--- src/rtl/mont_pkg.sv ---
// Shared constants and helpers for the Montgomery reduction pipeline.
// Kyber defaults: q = 3329, R = 2^16.
package mont_pkg;

  localparam int unsigned DW_DEFAULT = 16;
  localparam int          Q_KYBER    = 3329;
  localparam int          QINV_KYBER = -3327;
  // R^2 mod q, used to convert coefficients into the Montgomery domain
  localparam int          R2_MOD_Q   = 1353;

  // Low bit index of lane 'lane' in a bus of 'width'-bit lanes
  function automatic int unsigned lane_lo(input int unsigned lane, input int unsigned width);
    return lane * width;
  endfunction

endpackage

--- src/rtl/mont_reduce_lane.sv ---
// Per-lane Montgomery reduction datapath: stage registers loaded by the top-level enables.
// With MONT_CANONICAL_EN defined, a fourth stage maps the result into [0, Q).
module mont_reduce_lane
  import mont_pkg::*;
#(
  parameter int unsigned DW   = DW_DEFAULT,
  parameter int          Q    = Q_KYBER,
  parameter int          QINV = QINV_KYBER
) (
  input  logic            clk,
  input  logic            srst,
  input  logic            ld_s1,
  input  logic            ld_s2,
  input  logic            ld_s3,
`ifdef MONT_CANONICAL_EN
  input  logic            ld_s4,
`endif
  input  logic [2*DW-1:0] a,
  output logic [DW-1:0]   r
);

  localparam int unsigned AW = 2 * DW;
  localparam int unsigned PW = 2 * DW + 1;
  localparam logic [DW-1:0]        QINV_U = DW'(QINV);
  localparam logic [DW-1:0]        Q_D    = DW'(Q);
  localparam logic signed [PW-1:0] Q_P    = PW'(Q);

  logic [AW-1:0] s1_a, s2_a, s2_p;
  logic [DW-1:0] s1_t, s3_r;

  logic [DW-1:0]        t_c;
  logic signed [PW-1:0] t_ext_c, p_c, diff_c;
  logic [DW-1:0]        r_c;

  // Only the low DW bits of a*QINV matter, so a DW x DW product suffices
  assign t_c     = a[DW-1:0] * QINV_U;
  assign t_ext_c = PW'($signed(s1_t));
  assign p_c     = t_ext_c * Q_P;
  // Low DW bits of diff are zero by construction; the shift is exact
  assign diff_c  = PW'($signed(s2_a)) - PW'($signed(s2_p));
  assign r_c     = DW'(diff_c >>> DW);

  always_ff @(posedge clk or posedge srst) begin
    if (srst) begin
      s1_a <= '0;
      s1_t <= '0;
      s2_a <= '0;
      s2_p <= '0;
      s3_r <= '0;
    end else begin
      if (ld_s1) begin
        s1_a <= a;
        s1_t <= t_c;
      end
      if (ld_s2) begin
        s2_a <= s1_a;
        s2_p <= AW'(p_c);
      end
      if (ld_s3) begin
        s3_r <= r_c;
      end
    end
  end

`ifdef MONT_CANONICAL_EN
  logic [DW-1:0] s4_r;
  logic [DW-1:0] r4_c;

  assign r4_c = s3_r[DW-1] ? (s3_r + Q_D) : s3_r;

  always_ff @(posedge clk or posedge srst) begin
    if (srst) begin
      s4_r <= '0;
    end else if (ld_s4) begin
      s4_r <= r4_c;
    end
  end

  assign r = s4_r;
`else
  assign r = s3_r;
`endif

endmodule

--- src/rtl/montgomery_reduce_pipe.sv ---
// Multi-lane pipelined Montgomery reduction with valid/ready backpressure.
// Define MONT_CANONICAL_EN to add a canonical-range stage (latency 4 instead of 3).
module montgomery_reduce_pipe
  import mont_pkg::*;
#(
  parameter int unsigned LANES = 2,
  parameter int unsigned DW    = DW_DEFAULT,
  parameter int          Q     = Q_KYBER,
  parameter int          QINV  = QINV_KYBER
) (
  input  logic                  clk,
  input  logic                  srst,
  input  logic                  in_valid,
  output logic                  in_ready,
  input  logic [LANES*2*DW-1:0] in_data,
  output logic                  out_valid,
  input  logic                  out_ready,
  output logic [LANES*DW-1:0]   out_data
);

  logic advance_c;
  logic v1, v2, v3;
  logic ld_s1_c, ld_s2_c, ld_s3_c;

  // Whole pipe moves together whenever the output slot is free or draining
  assign advance_c = !out_valid || out_ready;
  assign in_ready  = advance_c;
  assign ld_s1_c   = advance_c && in_valid;
  assign ld_s2_c   = advance_c && v1;
  assign ld_s3_c   = advance_c && v2;

`ifdef MONT_CANONICAL_EN
  logic v4;
  logic ld_s4_c;

  assign ld_s4_c   = advance_c && v3;
  assign out_valid = v4;

  always_ff @(posedge clk or posedge srst) begin
    if (srst) begin
      v4 <= 1'b0;
    end else if (advance_c) begin
      v4 <= v3;
    end
  end
`else
  assign out_valid = v3;
`endif

  always_ff @(posedge clk or posedge srst) begin
    if (srst) begin
      v1 <= 1'b0;
      v2 <= 1'b0;
      v3 <= 1'b0;
    end else if (advance_c) begin
      v1 <= in_valid;
      v2 <= v1;
      v3 <= v2;
    end
  end

  for (genvar i = 0; i < int'(LANES); i++) begin : g_lane
    mont_reduce_lane #(
      .DW   (DW),
      .Q    (Q),
      .QINV (QINV)
    ) u_lane (
      .clk   (clk),
      .srst  (srst),
      .ld_s1 (ld_s1_c),
      .ld_s2 (ld_s2_c),
      .ld_s3 (ld_s3_c),
`ifdef MONT_CANONICAL_EN
      .ld_s4 (ld_s4_c),
`endif
      .a     (in_data[lane_lo(i, 2*DW) +: 2*DW]),
      .r     (out_data[lane_lo(i, DW) +: DW])
    );
  end

endmodule

--- config.mk ---
export PLATFORM = sky130hd
export DESIGN_NAME = montgomery_reduce_pipe
export DESIGN_NICKNAME = d
export VERILOG_FILES = /design/src/rtl/mont_pkg.sv /design/src/rtl/mont_reduce_lane.sv /design/src/rtl/montgomery_reduce_pipe.sv
export SDC_FILE = /design/constraint.sdc
export NUM_CORES = 1
export LEC_CHECK = 0
export ABC_AREA = 1
export CAP_MARGIN = 20
export CORE_AREA = 8 8 200 202
export CTS_CLUSTER_SIZE = 8
export DETAILED_ROUTE_END_ITERATION = 12
export DIE_AREA = 0 0 208 210
export GPL_TIMING_DRIVEN = 0
export PLACE_DENSITY = 0.7
export SYNTH_ARGS = -nofsm -noshare
export SYNTH_HDL_FRONTEND = slang
export SYNTH_SLANG_ARGS = --single-unit
export TNS_END_PERCENT = 50
--- constraint.sdc ---
create_clock -name clk -period 10.75 [get_ports clk]
set_clock_uncertainty 0.1 [all_clocks]
set_input_delay 2.15 -clock clk [delete_from_list [all_inputs] [get_ports clk]]
set_output_delay 2.15 -clock clk [all_outputs]
set_load 0.01 [all_outputs]
==> impl_metrics.csv <==
group,metric,value,unit
status,status,"finished clean",
timing,period_minus_slack,5.86,ns
die,dieArea,0.0437,mm2
critical_path,cp.depth,18,
timing,finalCritPeriodShare,0.545,
critical_path,r2r.worst_path.cells,15,
routing,wl_met3,1870,um
routing,ant_nets,0,
critical_path,critical_path.top_delay_family,"adder cells",
clock_network,cts_tree,"built",
timing,tns,0,ns
global_routing,grt_pass1_vias,15540,
layout,nets,2986,
layout,mostFrequentLayoutCells,"nand2_1, inv_1, ha_1, dfrtp_1, nand3_1",
routing,routed.top_layer,"met4",
die,die_w,208,um
critical_path,cpPeakStageDelay,0.52,ns
critical_path,crit_required,11.09,ns
critical_path,r2r_start,"g_lane[0].u_lane.s1_t[15]",
clock_network,cts.path.max_buffers,3,
yosys,syn-cell-area,0.0181,mm2
global_routing,grt_max_degree,134,
global_routing,grt_usage,0.219,
critical_path,startpoint_type,"input pin",
clock_network,cts_made_buffers,30,
yosys,synth_seq_cells,205,
routing,drt_wl_total,47900,um
timing,drv_slew,0,
yosys,synth_edf_count,0,
routing,drt_iter0_drc,925,
critical_path,startpoint,"in_data[4]",
min_path,min_from,"g_lane[0].u_lane.s2_a[28]",
critical_path,worst-path-buf-inv,4,
die,initial_core_util,0.488,
yosys,syn_area_per_cell,7.37,um2
critical_path,arrival,6.20,ns
clock_network,ctsResizeCount,0,
yosys,ys_seq_area_frac,0.284,
layout,area_delta_synth_final,13.5,%
layout,drive_gt1_frac,0.0386,
clock_network,clockRootBuffer,"clkbuf_16",
routing,drt_pre_antenna_iters,6,
global_routing,antenna_found_initial,0,
timing,rsz0062_at_grt,"no",
routing,dr_wl_met2,21800,um
yosys,syn-num-nets,2852,
timing,finalSetupViolCount,0,
die,ios,102,
clock_network,cts.htree.levels,1,
timing,worst_pin_slew,0.998,ns
yosys,yosys_warnings,0,
timing,max_freq,0.171,GHz
clock_network,cts_setup_buffers,0,
place,dp.final_hpwl,39600,um
critical_path,cp-end-kind,"register",
clock_network,hold_buffers,0,
critical_path,crit_chain,"clkdlybuf4s50_1, ha_1, inv_1, fa_1, fa_1, fa_1, inv_1, ha_1, ha_1, ha_1, a21oi_1, nor2_1, o21ai_0, nand2_1, inv_1, nand2_1, nand3_1, nand2_1",
yosys,synthFlopType,"dfrtp_1",
place,gp_congestion,0.924,
routing,drcViolationCount,0,
die,rows,71,
global_routing,grt_pass1_wl,79000,um
min_path,holdPathStages,2,
yosys,postSynth.asyncResetShare,1.00,
timing,finalHoldViolCount,0,
clock_network,clk_pin_slew_worst_paths,0.05,ns
yosys,ys_types,37,
layout,final_common_cell,"nand2_1",
clock_network,clkLatencyLatePin,0.56,ns
critical_path,critPathKind,"input pin to register",
critical_path,crit_top_cell,"ha_1",
min_path,min_path_type,"register to register",
global_routing,grt_overflow,0,
routing,dr_total_vias,15535,
yosys,syn_inst,2450,
routing,avgViaCountPerCell,5.07,
critical_path,worstPathMaxFanout,4,
routing,detail_route.wl_per_cell,15.6,um
routing,m1WireLength,23200,um
critical_path,crit_slowest_cell,"fa_1",
job,drv_cap,0,
clock_network,clkSinkCount,205,
timing,slew_headroom,0.335,
layout,diodes,0,
place,port_buffers,101,
die,die_y,210,um
die,core,0.0370,mm2
layout,fillCellCount,3494,
## path summary, 6_finish.rpt
check / slack [ns] / end
min in group asynchronous: 1.94 / g_lane[0].u_lane.r[10]
max in group asynchronous: 7.59 / g_lane[1].u_lane.s1_t[7]
worst max register to register: 5.99 / g_lane[0].u_lane.s2_p[28]
worst max-delay path: 4.89 / g_lane[0].u_lane.s1_t[15]
worst min register to register: 0.38 / g_lane[0].u_lane.s2_a[28]
worst min-delay path: 0.38 / g_lane[0].u_lane.s2_a[28]
## sequential cells by signal (all words and copies together), names as in the netlist
name,count
g_lane.u_lane.s2_a,48
out_valid,1
g_lane.u_lane.s2_p,42
g_lane.u_lane.s1_a,48
g_lane.u_lane.r,32
g_lane.u_lane.s1_t,32
v1,1
v2,1
## logic make-up after synthesis
kind of cell	Yosys count	share of synthesized area
AND/OR/NAND/NOR	1187	0.276
buffers and inverters	501	0.106
AO/OA/AOI/OAI	193	0.0563
XOR/XNOR	30	0.0146
flip-flops	205	0.284
adder cells (fa/ha/maj)	334	0.263
## per-layer routing
layer	global-route usage	vias up
li1	-	7919
met1	0.302	7230
met2	0.367	318
met3	0.0220	68
met4	0.0578	0
met5	0	-
## layout make-up
cell class | count | area (um2) | share of cell area
multi-input cells | 1744 | 11000 | 0.537
flip-flops and latches | 205 | 5130 | 0.250
inverters | 459 | 1730 | 0.0844
repair buffers | 102 | 1040 | 0.0507
clock buffers | 34 | 787 | 0.0384
well taps | 474 | 593 | 0.0289
plain buffers | 42 | 191 | 0.00934
clock inverters | 2 | 12.5 | 0.000611
## through the flow
step                      setup WS [ns]  hold WS [ns]  instance area (um2)  cells   util
after floorplan                    2.90         0.331                18100   2450      -
after global placement            0.443         0.362                19700   3025  0.532
after detailed placement           4.31         0.366                19700   3026  0.533
after CTS                          4.88         0.379                20500   3062  0.554
after global routing               4.69         0.397                20500   3062  0.554
final                              4.89         0.376                20500   3062  0.554
## cells in the mapped netlist, types with 3 or more instances
library cell | instances | area [um2]
nand2_1 | 828 | 3110
inv_1 | 452 | 1700
ha_1 | 258 | 3230
dfrtp_1 | 205 | 5130
nand3_1 | 162 | 811
o21ai_0 | 92 | 460
nor2_1 | 91 | 342
fa_1 | 76 | 1520
a21oi_1 | 51 | 255
nand4_1 | 43 | 269
o21ai_1 | 29 | 145
buf_2 | 21 | 105
clkbuf_1 | 16 | 60.1
nand3b_1 | 15 | 113
xnor2_1 | 15 | 131
xor2_1 | 15 | 131
o21bai_1 | 13 | 97.6
nor2_2 | 11 | 68.8
nand2_2 | 9 | 56.3
inv_2 | 6 | 22.5
or2_1 | 5 | 31.3
or2_2 | 5 | 31.3
nor2_4 | 4 | 45.0
nor3_1 | 4 | 20.0
o22ai_1 | 4 | 25.0
a21oi_2 | 3 | 26.3
buf_1 | 3 | 11.3
## worst reg2reg max path: cells and delay by family, from the launching register on
family | cells | cell delay, ns
adder cells (fa/ha/maj) | 5 | 2.07
flip-flops | 1 | 0.97
buffers and inverters | 4 | 0.54
AND/OR/NAND/NOR | 4 | 0.50
AO/OA/AOI/OAI | 2 | 0.47
Power is left out: the tool's default activity adds up to more than one toggle a clock period on the data nets, which glitch-free logic cannot reach.
